<file path="src/rtl/log2_fixed_iter.sv">
// Iterative fixed-point log2: normalise to a Q1.x mantissa, then square-and-compare
// to produce one fractional bit per cycle. Valid/ready on both sides with a tag.
module log2_fixed_iter #(
   parameter int IN_WIDTH  = 24,
   parameter int IN_FRAC   = 8,
   parameter int OUT_FRAC  = 8,
   parameter int OUT_WIDTH = 13,
   parameter int TAG_WIDTH = 4
) (
   input  logic                 clk,
   input  logic                 reset_n,
   input  logic                 in_valid,
   output logic                 in_ready,
   input  logic [IN_WIDTH-1:0]  din,
   input  logic [TAG_WIDTH-1:0] din_tag,
   output logic                 out_valid,
   input  logic                 out_ready,
   output logic [OUT_WIDTH-1:0] dout,
   output logic [TAG_WIDTH-1:0] dout_tag,
   output logic                 dout_zero,
   output logic [1:0]           state_dbg
);

   // Handshake: a transfer happens on a rising edge where valid && ready; the
   // producer holds data stable while valid is high and ready is low.

   localparam int PW = $clog2(IN_WIDTH);
   localparam int CW = $clog2(OUT_FRAC + 1);

   localparam logic [1:0] IDLE = 2'd0;
   localparam logic [1:0] NORM = 2'd1;
   localparam logic [1:0] ITER = 2'd2;
   localparam logic [1:0] DONE = 2'd3;

   localparam logic [OUT_WIDTH-1:0] ZERO_CODE = {1'b1, {(OUT_WIDTH-1){1'b0}}};

   logic [1:0]                state;
   logic                      norm_step;
   logic [IN_WIDTH-1:0]       mant;
   logic [PW-1:0]             msb_pos;
   logic [PW-1:0]             msb_reg;
   logic [PW-1:0]             shamt;
   logic                      op_zero;
   logic [OUT_FRAC-1:0]       frac;
   logic [OUT_FRAC-1:0]       frac_next;
   logic [CW-1:0]             cnt;
   logic [IN_WIDTH:0]         sq_hi;
   logic [IN_WIDTH-2:0]       sq_unused;
   logic                      sq_bit;
   logic [IN_WIDTH-1:0]       mant_sq;
   logic [OUT_WIDTH-1:0]      int_ext;
   logic [OUT_WIDTH-1:0]      dout_next;

   assign in_ready  = (state == IDLE);
   assign out_valid = (state == DONE);
   assign state_dbg = state;

   always_comb begin
      msb_pos = '0;
      for (int i = 0; i < IN_WIDTH; i++) begin
         if (mant[i]) msb_pos = PW'(i);
      end
   end

   assign shamt = PW'(IN_WIDTH - 1) - msb_reg;

   // Only the top W+1 bits of the square matter: bit 2W-1 decides the output
   // bit, and the renormalised mantissa is one of two adjacent W-bit windows.
   assign {sq_hi, sq_unused} = {{IN_WIDTH{1'b0}}, mant} * {{IN_WIDTH{1'b0}}, mant};
   assign sq_bit    = sq_hi[IN_WIDTH];
   assign mant_sq   = sq_bit ? sq_hi[IN_WIDTH:1] : sq_hi[IN_WIDTH-1:0];
   assign frac_next = OUT_FRAC'({frac, sq_bit});

   assign int_ext   = OUT_WIDTH'(msb_reg) - OUT_WIDTH'(IN_FRAC);
   assign dout_next = (int_ext << OUT_FRAC) | OUT_WIDTH'(frac_next);

   always_ff @(posedge clk or negedge reset_n) begin
      if (!reset_n) begin
         state     <= IDLE;
         norm_step <= 1'b0;
         mant      <= '0;
         msb_reg   <= '0;
         op_zero   <= 1'b0;
         frac      <= '0;
         cnt       <= '0;
         dout      <= '0;
         dout_tag  <= '0;
         dout_zero <= 1'b0;
      end else begin
         case (state)
            IDLE: begin
               if (in_valid) begin
                  mant      <= din;
                  dout_tag  <= din_tag;
                  norm_step <= 1'b0;
                  state     <= NORM;
               end
            end
            // Two cycles: register the leading-one position, then barrel-shift.
            NORM: begin
               if (!norm_step) begin
                  msb_reg   <= msb_pos;
                  op_zero   <= (mant == '0);
                  norm_step <= 1'b1;
               end else if (op_zero) begin
                  dout      <= ZERO_CODE;
                  dout_zero <= 1'b1;
                  state     <= DONE;
               end else begin
                  mant  <= mant << shamt;
                  frac  <= '0;
                  cnt   <= '0;
                  state <= ITER;
               end
            end
            ITER: begin
               mant <= mant_sq;
               frac <= frac_next;
               cnt  <= cnt + CW'(1);
               if (cnt == CW'(OUT_FRAC - 1)) begin
                  dout      <= dout_next;
                  dout_zero <= 1'b0;
                  state     <= DONE;
               end
            end
            DONE: begin
               if (out_ready) state <= IDLE;
            end
            default: state <= IDLE;
         endcase
      end
   end

endmodule
</file>
<file path="config.mk">
export PLATFORM = sky130hd
export DESIGN_NAME = log2_fixed_iter
export DESIGN_NICKNAME = d
export VERILOG_FILES = /design/src/rtl/log2_fixed_iter.sv
export SDC_FILE = /design/constraint.sdc
export NUM_CORES = 1
export LEC_CHECK = 0
export ABC_CLOCK_PERIOD_IN_PS = 10330
export BUFFER_PORTS_ARGS = -buffer_cell sky130_fd_sc_hd__buf_2
export CAP_MARGIN = 20
export CORE_ASPECT_RATIO = 1.75
export CORE_MARGIN = 2
export CORE_UTILIZATION = 25
export CTS_CLUSTER_SIZE = 30
export DETAILED_ROUTE_END_ITERATION = 16
export GPL_TIMING_DRIVEN = 0
export SETUP_SLACK_MARGIN = 0.2
export SLEW_MARGIN = 20
export SYNTH_ARGS = -nofsm -noshare
export SYNTH_HDL_FRONTEND = slang
export SYNTH_SLANG_ARGS = --single-unit
</file>
<file path="constraint.sdc">
create_clock -name clk -period 10.33 [get_ports clk]
set_input_delay 0.5165 -clock clk [delete_from_list [all_inputs] [get_ports clk]]
set_output_delay 0.5165 -clock clk [all_outputs]
set_load 0.02 [all_outputs]
</file>
==> results of run 1 <==
==> routing by layer <==
layer | vias to the layer above | GRT usage, %
li1 | 7061 | -
met1 | 8049 | 16.1
met2 | 548 | 31.7
met3 | 227 | 2.09
met4 | 2 | 12.7
met5 | - | 0
==> cell usage after synthesis, types with 10 or more instances <==
cell type | number | area [µm²]
xor2_1 | 11 | 96.3
or3_1 | 10 | 62.6
o21ai_0 | 60 | 300
nor3_1 | 23 | 115
nor2_1 | 94 | 353
xnor2_1 | 22 | 193
nand3_1 | 19 | 95.1
and2_1 | 92 | 576
inv_1 | 615 | 2310
o21ai_1 | 19 | 95.1
mux2i_1 | 43 | 430
clkbuf_1 | 91 | 342
a21o_1 | 10 | 75.1
o22ai_1 | 18 | 113
nand2_1 | 237 | 890
nand2b_1 | 12 | 75.1
a22o_1 | 18 | 158
ha_1 | 181 | 2260
fa_1 | 422 | 8450
dfrtp_1 | 62 | 1550
a21oi_1 | 79 | 395
==> worst paths after layout <==
kind                                      from                 endpoint  slack (ns)  cells after the start
setup / recovery           mant[9]$_DFFE_PN0P_      mant[3]$_DFFE_PN0P_        0.36                     27
max in group asynchronous              reset_n     mant[18]$_DFFE_PN0P_        9.67                      2
hold / removal                         reset_n  dout_tag[0]$_DFFE_PN0P_        0.10                      1
setup reg to reg           mant[9]$_DFFE_PN0P_      mant[3]$_DFFE_PN0P_        0.36                     27
hold reg to reg            dout[0]$_DFFE_PN0P_      dout[0]$_DFFE_PN0P_        0.49                      2
min in group clk                    din_tag[0]  dout_tag[0]$_DFFE_PN0P_        0.39                      2
==> metrics by stage <==
step	instance area (µm²)	utilization, %	cells	setup slack [ns]
6_report	22200	27.6	3406	0.357
5_1_grt	22200	27.6	3405	0.210
4_1_cts	22200	27.6	3406	0.327
3_5_place_dp	21900	27.1	3390	0.0721
3_3_place_gp	21800	27.1	3389	0.169
2_1_floorplan	20300	-	2286	2.84
==> final cells by class <==
type                    count  area, µm²
flip-flops and latches     62       1550
clock inverters             7        146
clock buffers               9        225
inverters                 619       2320
multi-input cells        1500      16000
plain buffers             104        410
repair buffers             54        288
fillers                  8701      58400
diodes                      1       2.50
well taps                1050       1310
==> logic make-up after synthesis <==
family	after synthesis
fa+ha+maj	603
compound gates	267
mux	63
flops	62
xor+xnor	35
buf+inv	724
simple gates	532
==> repair_timing <==
| action | in CTS | in global routing |
|---|---|---|
| setup endpoints to repair | 6 | 10 |
| resized for setup | 1 | 4 |
| endpoints found under the hold margin | 0 | 0 |
| hold buffers | 0 | 0 |
==> reports/metrics.yaml, run 1 <==
die:
  ios: 54
  rows: 138
  start_util_pct: 25.1
  fp.dieH_um: 381
  coreArea_um2: 80600
  die_area_um2: 83400
  fp.dieW_um: 219
global_routing:
  grt_max_degree: 33
  overflow: 0
  first_global_vias: 17600
  grt_pass1_wl_um: 103000
  grt.total_usage_pct: 16.7
  antenna_found_initial: 1
routing:
  wl_met1_um: 21700
  vias_per_cell: 4.66
  antenna_left: 0
  drt-initial-drc-count: 851
  drc: 0
  highest-signal-layer: "met5"
  wl_met2_um: 37200
  met3WireLength_um: 3020
  vias: 15900
  drt_first_pass_iters: 5
  wire_per_inst_um: 19.9
  routed_wl_um: 67700
final_layout:
  largest_reg_flops: 24
  syn2layout_area_growth_pct: 9.79
  most-common-layout-cells: "615 x inv_1, 422 x fa_1, 237 x nand2_1"
  layout-drive-gt1-share_pct: 4.80
  fin_nets: 2985
  regMostFlops: "mant"
  mostFrequentLayoutCell: "inv_1"
  top_regs: "mant x24, dout x13, frac x7"
synthesis:
  yosysSeqAreaShare_pct: 7.66
  ys_ff_latch: 62
  synthSimpleGateAreaFrac_pct: 12.2
  synth_adder_area_share_pct: 52.9
  ys.flop_type: "dfrtp_1"
  synth-async-reset-ratio_pct: 100
  ys_types: 70
  syn_inst: 2286
  synth_top_family_by_area: "adder cells"
  synth_warnings: 0
  syn_nets: 2921
  synth_xor_area_share_pct: 1.59
  synth_compound_area_share_pct: 8.43
  synthMuxAreaShare_pct: 3.74
  avgSynthCellArea_um2: 8.86
  synth_edf_count: 0
  synth_area_um2: 20300
clocking:
  clock_latency_ns: 0.36
  clock-root-buffer: "clkbuf_16"
  numCtsBuffers: 9
  clockBufferDepth: 2
  clock-sinks: 62
  cts_setup_buffers: 0
  cts_max_level: 3
  path_clk_slew_ns: 0.06
  cts_tree: "built"
timing:
  setup_tns_ns: 0
  setup_viol: 0
  worst_slew_pin_slew_ns: 1.18
  finalCritPeriodShare_pct: 96.5
  slew_viol_final: 0
  fin_crit_ns: 9.97
  hold_slack_ns: 0.101
  slew_headroom_pct: 21.4
  fin_skew_ns: 0.00690
  hold_violations: 0
  rsz0062_at_grt: "false"
  max_freq_mhz: 100
worst_setup_path:
  critPathBufInv: 9
  crit_type: "register to register"
  cp_data_arrival_time_ns: 10.18
  slowest_delay_ns: 0.81
  cp_slowest_cell: "clkbuf_1"
  end_kind: "register"
  required_ns: 10.53
  crit_path_max_fanout: 10
  path_delay_family: "adder cells"
  cp-start-kind: "register"
  crit_top_cell: "fa_1"
place:
  place.gp.congestion: 0.939
  portBuffers: 53
  place_hpwl_um: 58000
min_path:
  hold_path.class: "input pin to async pin"
status:
  status: "complete, no violations"
flow_run:
  drv_cap: 0
Power of run 1 is left out: the tool's default activity adds up to more than one toggle a clock period on the data nets, which glitch-free logic cannot reach.
==> inputs of run 2 (changes only) <==
- ABC_AREA: not set -> 1
- REMOVE_ABC_BUFFERS: not set -> 1
==> run 2 against run 1 <==
  * Core utilization shrank 0.15 points
  * First-iteration DRC count up 6.9%
  * Synthesized cell count is 22% higher
  * Hold slack got worse by 0.043 ns
  * Global-route usage shrank 1.9 points
  * Worst setup slack better by 2.3 ns
==> reports/metrics.yaml, run 2 <==
worst_setup_path:
  cp.depth: 27  # unchanged
  end_kind: "register"  # unchanged
  crit_top_cell: "fa_1"  # unchanged
  reg2regPathDepth: 27  # unchanged
  cp-start-kind: "register"  # unchanged
  required_ns: 10.53  # about the same
  cp_slowest_cell: "dfrtp_2"  # was clkbuf_1
  slowest_delay_ns: 0.88  # was 0.81 ns
  cp_data_arrival_time_ns: 7.83  # was 10.18 ns
  path_delay_family: "adder cells"  # unchanged
  crit_path_max_fanout: 27  # was 10
  crit_type: "register to register"  # unchanged
  critPathBufInv: 6  # was 9
die:
  die_area_um2: 87700  # was 83400 µm²
  fp.dieH_um: 390  # was 381 µm
  rows: 141  # was 138
  ios: 54  # unchanged
  fp.dieW_um: 225  # was 219 µm
  start_util_pct: 25.2  # was 25.1%
  coreArea_um2: 84500  # was 80600 µm²
flow_run:
  drv_cap: 0  # unchanged
synthesis:
  synth_area_um2: 21300  # was 20300 µm²
  ys.flop_type: "dfrtp_1"  # unchanged
  avgSynthCellArea_um2: 7.62  # was 8.86 µm²
  synth_area_leaders: "fa_1 40%, inv_1 14%, nand2_1 11%"  # was fa_1 42%, inv_1 11%, ha_1 11%
  synth_warnings: 0  # unchanged
  synth_most_common_cell: "inv_1"  # unchanged
  synth_top_area_share_pct: 39.6  # was 41.7%
  synthTopCellsByCount: "794 x inv_1, 636 x nand2_1, 422 x fa_1"  # was 615 x inv_1, 422 x fa_1, 237 x nand2_1
  yosysSeqAreaShare_pct: 7.28  # was 7.66%
  ys_ff_latch: 62  # unchanged
  syn_inst: 2798  # was 2286
  yosysTopAreaCell: "fa_1"  # unchanged
  ys_types: 51  # was 70
  synth_edf_count: 0  # unchanged
  synth-async-reset-ratio_pct: 100  # unchanged
clocking:
  numCtsBuffers: 9  # unchanged
  clock-sinks: 62  # unchanged
  cts_setup_buffers: 0  # unchanged
  clock-root-buffer: "clkbuf_16"  # unchanged
  ctsHoldBuffers: 0  # unchanged
  clockBufferDepth: 2  # unchanged
  cts_tree: "built"  # unchanged
  clock_latency_ns: 0.34  # was 0.36 ns
  path_clk_slew_ns: 0.06  # about the same
  cts_resized: 0  # was 1
  cts_max_level: 3  # unchanged
timing:
  slew_viol_final: 0  # unchanged
  hold_violations: 0  # unchanged
  fin_crit_ns: 7.63  # was 9.97 ns
  worst_slew_pin_slew_ns: 1.02  # was 1.18 ns
  rsz0062_at_grt: "false"  # unchanged
  fin_skew_ns: 0.0165  # was 0.00690 ns
  setup_tns_ns: 0  # unchanged
  slew_headroom_pct: 31.9  # was 21.4%
  setup_viol: 0  # unchanged
  finalCritPeriodShare_pct: 73.9  # was 96.5%
  max_freq_mhz: 131  # was 100 MHz
min_path:
  hold_path.class: "input pin to async pin"  # unchanged
routing:
  routed_wl_um: 62600  # was 67700 µm
  met3WireLength_um: 1710  # was 3020 µm
  drt-initial-drc-count: 910  # was 851
  drt_first_pass_iters: 5  # unchanged
  vias: 17300  # was 15900
  wl_met1_um: 20700  # was 21700 µm
  wl_met2_um: 35100  # was 37200 µm
  highest-signal-layer: "met4"  # was met5
  antenna_left: 0  # unchanged
  drc: 0  # unchanged
  vias_per_cell: 4.49  # was 4.66
  wire_per_inst_um: 16.3  # was 19.9 µm
global_routing:
  first_global_vias: 19200  # was 17600
  grt_pass1_wl_um: 101000  # was 103000 µm
  grt_max_degree: 46  # was 33
  antenna_found_initial: 0  # was 1
  overflow: 0  # unchanged
  grt.total_usage_pct: 14.9  # was 16.7%
final_layout:
  most-common-layout-cells: "794 x inv_1, 636 x nand2_1, 422 x fa_1"  # was 615 x inv_1, 422 x fa_1, 237 x nand2_1
  fin_nets: 3405  # was 2985
  regMostFlops: "mant"  # unchanged
  top_regs: "mant x24, dout x13, frac x7"  # unchanged
  mostFrequentLayoutCell: "inv_1"  # unchanged
  largest_reg_flops: 24  # unchanged
  layout-drive-gt1-share_pct: 5.33  # was 4.80%
  n_antenna_cell: 0  # was 1
  syn2layout_area_growth_pct: 8.73  # was 9.79%
place:
  portBuffers: 53  # unchanged
  place_hpwl_um: 52200  # was 58000 µm
  place.gp.congestion: 0.956  # was 0.939
status:
  status: "complete, no violations"  # unchanged
## run 2: changes by cell type after synthesis, moves of 18 or more
cell | before | now
and2_1 | 92 | 0
mux2i_1 | 43 | 8
nand2_1 | 237 | 636
o21ai_0 | 60 | 106
nor2_1 | 94 | 147
a22o_1 | 18 | 0
inv_1 | 615 | 794
nand3_1 | 19 | 61
## run 2: cell type report
class / instances / area, µm²
Clock buffer: 11 / 243
Clock inverter: 5 / 56.3
Fill cell: 9187 / 61300
Inverter: 807 / 3030
Multi-Input combinational cell: 1821 / 16300
Sequential cell: 62 / 1580
Tap cell: 1072 / 1340
Timing Repair Buffer: 69 / 642
## run 2: through the flow
| stage | cell area (µm²) | utilization [%] | hold WS, ns | cells | worst slack, ns |
|---|---|---|---|---|---|
| floorplan | 20800 | - | 0.221 | 2690 | 3.65 |
| global placement | 22500 | 26.6 | 0.461 | 3815 | 1.86 |
| detailed placement | 22900 | 27.1 | 0.420 | 3831 | 2.83 |
| CTS | 23200 | 27.4 | 0.0597 | 3847 | 2.80 |
| global route | 23200 | 27.4 | 0.0616 | 3847 | 2.39 |
| finish | 23200 | 27.4 | 0.0583 | 3847 | 2.70 |
## run 2: cells by family (layout without fill, tap and decap cells)
logic type | after synthesis | after routing | share of synthesized area (%)
buffers and inverters | 915 | 892 | 16.4
and+or+nand+nor | 891 | 891 | 16.6
adders and majority gates | 603 | 603 | 50.3
AOI/OAI and AO/OA | 284 | 284 | 7.54
DFF | 62 | 62 | 7.28
xor gates and xnor gates | 35 | 35 | 1.47
muxes | 8 | 8 | 0.376
## run 2: worst paths after layout
| check | start | to | slack (ns) |
|---|---|---|---|
| min in group clk | din_tag[3] | dout_tag[3]$_DFFE_PN0P_ | 0.38 |
| setup / recovery | mant[2]$_DFFE_PN0P_ | mant[5]$_DFFE_PN0P_ | 2.70 |
| hold / removal | reset_n | dout_tag[2]$_DFFE_PN0P_ | 0.06 |
| setup reg to reg | mant[2]$_DFFE_PN0P_ | mant[5]$_DFFE_PN0P_ | 2.70 |
| hold reg to reg | dout_tag[1]$_DFFE_PN0P_ | dout_tag[1]$_DFFE_PN0P_ | 0.47 |
| max in group asynchronous | reset_n | mant[6]$_DFFE_PN0P_ | 9.70 |
## run 2: worst register-to-register path: cells and delay by family, from the launching register on
family	cells	cell delay [ns]
adder cells (fa/ha/maj)	8	4.03
XOR/XNOR	1	0.42
flip-flops	1	0.88
AO/OA/AOI/OAI	4	0.65
buffers and inverters	6	0.35
AND/OR/NAND/NOR	8	1.18
## run 2: metal layers
| layer | track usage, % | up-vias |
|---|---|---|
| li1 | - | 8103 |
| met1 | 14.2 | 8517 |
| met2 | 29.8 | 440 |
| met3 | 1.09 | 199 |
| met4 | 9.64 | 0 |
| met5 | 0 | - |
Power of run 2 is left out for the same reason.
==> inputs of run 3 (changes only) <==
- ABC_CLOCK_PERIOD_IN_PS: 10330 -> 6200
- clock period: 10.33 -> 6.2 ns (I/O delays scaled with it)
==> run 3 against run 2 <==
  * The flow now finishes with violations (setup timing)
  * Via count increased by 6.9%
  * Hold slack better by 0.10 ns
  * Die area did not move
  * Final cell count up 3.8%
  * Clock skew fell by 0.0045 ns
  * First-iteration DRC count is 25% higher
  * Critical path depth up 4
  * Design area grew 13%
  * Register-to-register slack got worse by 3.3 ns
  * Global-route usage is 1.7 points higher
  * Fmax increased by 12%
  * Non-clock buffer count is 140 higher
==> reports/metrics.yaml, run 3 (synthesis results as in run 2) <==
status:
  status: "finished with violations"  # was complete, no violations
  violations: "setup timing"
min_path:
  min_from: "din_tag[3]"
  hold_path.class: "input pin to register"  # was input pin to async pin
worst_setup_path:
  end_kind: "register"  # unchanged
  crit_path_start: "mant[15]$_DFFE_PN0P_"  # was mant[2]$_DFFE_PN0P_
  cp_slowest_cell: "dfrtp_4"  # was dfrtp_2
  cp_data_arrival_time_ns: 7.04  # was 7.83 ns
  rr_startpoint: "mant[15]$_DFFE_PN0P_"  # was mant[2]$_DFFE_PN0P_
  required_ns: 6.43  # was 10.53 ns
  slowest_delay_ns: 0.55  # was 0.88 ns
  cp-start-kind: "register"  # unchanged
  crit_top_cell: "fa_1"  # unchanged
  crit_type: "register to register"  # unchanged
  crit_path_max_fanout: 8  # was 27
clocking:
  clock_latency_ns: 0.35  # was 0.34 ns
  path_clk_slew_ns: 0.06  # about the same
  clock-sinks: 62  # unchanged
  clockBufferDepth: 2  # unchanged
  clock-root-buffer: "clkbuf_16"  # unchanged
  cts_max_level: 3  # unchanged
  numCtsBuffers: 9  # unchanged
  cts_tree: "built"  # unchanged
routing:
  vias_per_cell: 4.62  # was 4.49
  wire_per_inst_um: 18.1  # was 16.3 µm
  vias: 18400  # was 17300
  drt-initial-drc-count: 1136  # was 910
  routed_wl_um: 72100  # was 62600 µm
  drt_first_pass_iters: 6  # was 5
  antenna_left: 0  # unchanged
  drc: 0  # unchanged
final_layout:
  mostFrequentLayoutCell: "inv_1"  # unchanged
  fin_nets: 3552  # was 3405
  n_antenna_cell: 0  # unchanged
  largest_reg_flops: 24  # unchanged
  top_regs: "mant x24, dout x13, frac x7"  # unchanged
  regMostFlops: "mant"  # unchanged
  most-common-layout-cells: "751 x inv_1, 546 x nand2_1, 399 x fa_1"  # was 794 x inv_1, 636 x nand2_1, 422 x fa_1
  stdcell_count: 3994  # was 3847
  syn2layout_area_growth_pct: 23.2  # was 8.73%
  layout-drive-gt1-share_pct: 19.8  # was 5.33%
timing:
  fin_skew_ns: 0.0120  # was 0.0165 ns
  worst_slew_pin_slew_ns: 1.04  # was 1.02 ns
  fin_crit_ns: 6.81  # was 7.63 ns
  slew_viol_final: 0  # unchanged
  setup_viol: 26  # was 0
  setup_slack_ns: -0.606  # was 2.70 ns
  max_freq_mhz: 147  # was 131 MHz
  slew_headroom_pct: 30.6  # was 31.9%
  finalCritPeriodShare_pct: 110  # was 73.9%
  rsz0062_at_grt: "true"  # was false
  hold_violations: 0  # unchanged
flow_run:
  drv_cap: 0  # unchanged
place:
  place.gp.congestion: 0.956  # unchanged
  portBuffers: 53  # unchanged
  place_hpwl_um: 52200  # unchanged
  dpl.cell_count: 3831  # unchanged
global_routing:
  overflow: 0  # unchanged
  antenna_found_initial: 0  # unchanged
  first_global_vias: 20300  # was 19200
  grt_max_degree: 46  # unchanged
  grt_pass1_wl_um: 110000  # was 101000 µm
  grt.total_usage_pct: 16.6  # was 14.9%
die:
  rows: 141  # unchanged
  coreArea_um2: 84500  # unchanged
  start_util_pct: 25.2  # unchanged
  die_area_um2: 87700  # unchanged
  fp.dieW_um: 225  # unchanged
  ios: 54  # unchanged
  fp.dieH_um: 390  # unchanged
run 3: cell types whose count changed in the layout (fill, tap and decap cells not counted), moves of 22 or more:
cell     delta
inv_1      -43
fa_2       +23
nor2_1     -31
buf_12     +23
ha_1       -22
nand2_2    +60
buf_4      +93
inv_2      +41
nand2_4    +30
nand2_1    -90
fa_1       -23
run 3: stage by stage:
stage	setup slack [ns]	hold slack (ns)	util (%)	cell area [µm²]	TNS [ns]
after global placement	-2.27	0.461	26.6	22500	-55.71
after global routing	-0.781	0.152	31.1	26300	-18.29
final	-0.606	0.161	31.1	26300	-13.21
after CTS	-0.501	0.163	30.1	25400	-10.92
after floorplan	-0.482	0.0144	-	20800	-10.66
after detailed placement	-1.30	0.213	27.1	22900	-30.76
run 3: area by class of cell:
type | instances | area (µm²)
flip-flops and latches | 62 | 1640
inverters | 807 | 3050
repair buffers | 209 | 2220
clock buffers | 11 | 243
fillers | 8779 | 58200
repair inverters | 3 | 28.8
well taps | 1072 | 1340
multi-input cells | 1825 | 17700
clock inverters | 5 | 56.3
run 3: repair_timing:
action                                  in CTS  in global routing
gates resized for setup                    253                159
cloned                                       9                  2
hold endpoints to repair                    18                  0
hold buffers                                 1                  0
setup buffers                              100                 35
pin swaps                                   88                109
endpoints found under the setup margin      26                 26
run 3: per-layer routing:
metal / vias up / share of wire, % / global-route usage, %
met2: 638 / 53 / 31.5
met4: 0 / 12 / 15.3
met3: 324 / 4.5 / 2.17
li1: 8409 / - / -
met5: - / 0 / 0
met1: 9072 / 31 / 15.0
run 3: worst paths after layout:
check | depth (start not counted) | to | slack, ns
hold / removal | 3 | dout_tag[3]$_DFFE_PN0P_ | 0.16
hold reg to reg | 2 | dout_tag[1]$_DFFE_PN0P_ | 0.47
min in group asynchronous | 2 | dout_tag[2]$_DFFE_PN0P_ | 0.39
setup / recovery | 31 | mant[14]$_DFFE_PN0P_ | -0.61
max in group asynchronous | 3 | mant[2]$_DFFE_PN0P_ | 5.24
setup reg to reg | 31 | mant[14]$_DFFE_PN0P_ | -0.61
run 3: worst max-delay path, delay by kind of cell (launching register included):
kind / cells / cell delay [ns]
AOI/OAI and AO/OA: 3 / 0.38
xor gates and xnor gates: 1 / 0.30
adders and majority gates: 8 / 3.87
buffers and inverters: 9 / 0.60
DFF: 1 / 0.55
and+or+nand+nor: 10 / 0.96
Power of run 3 is left out for the same reason.
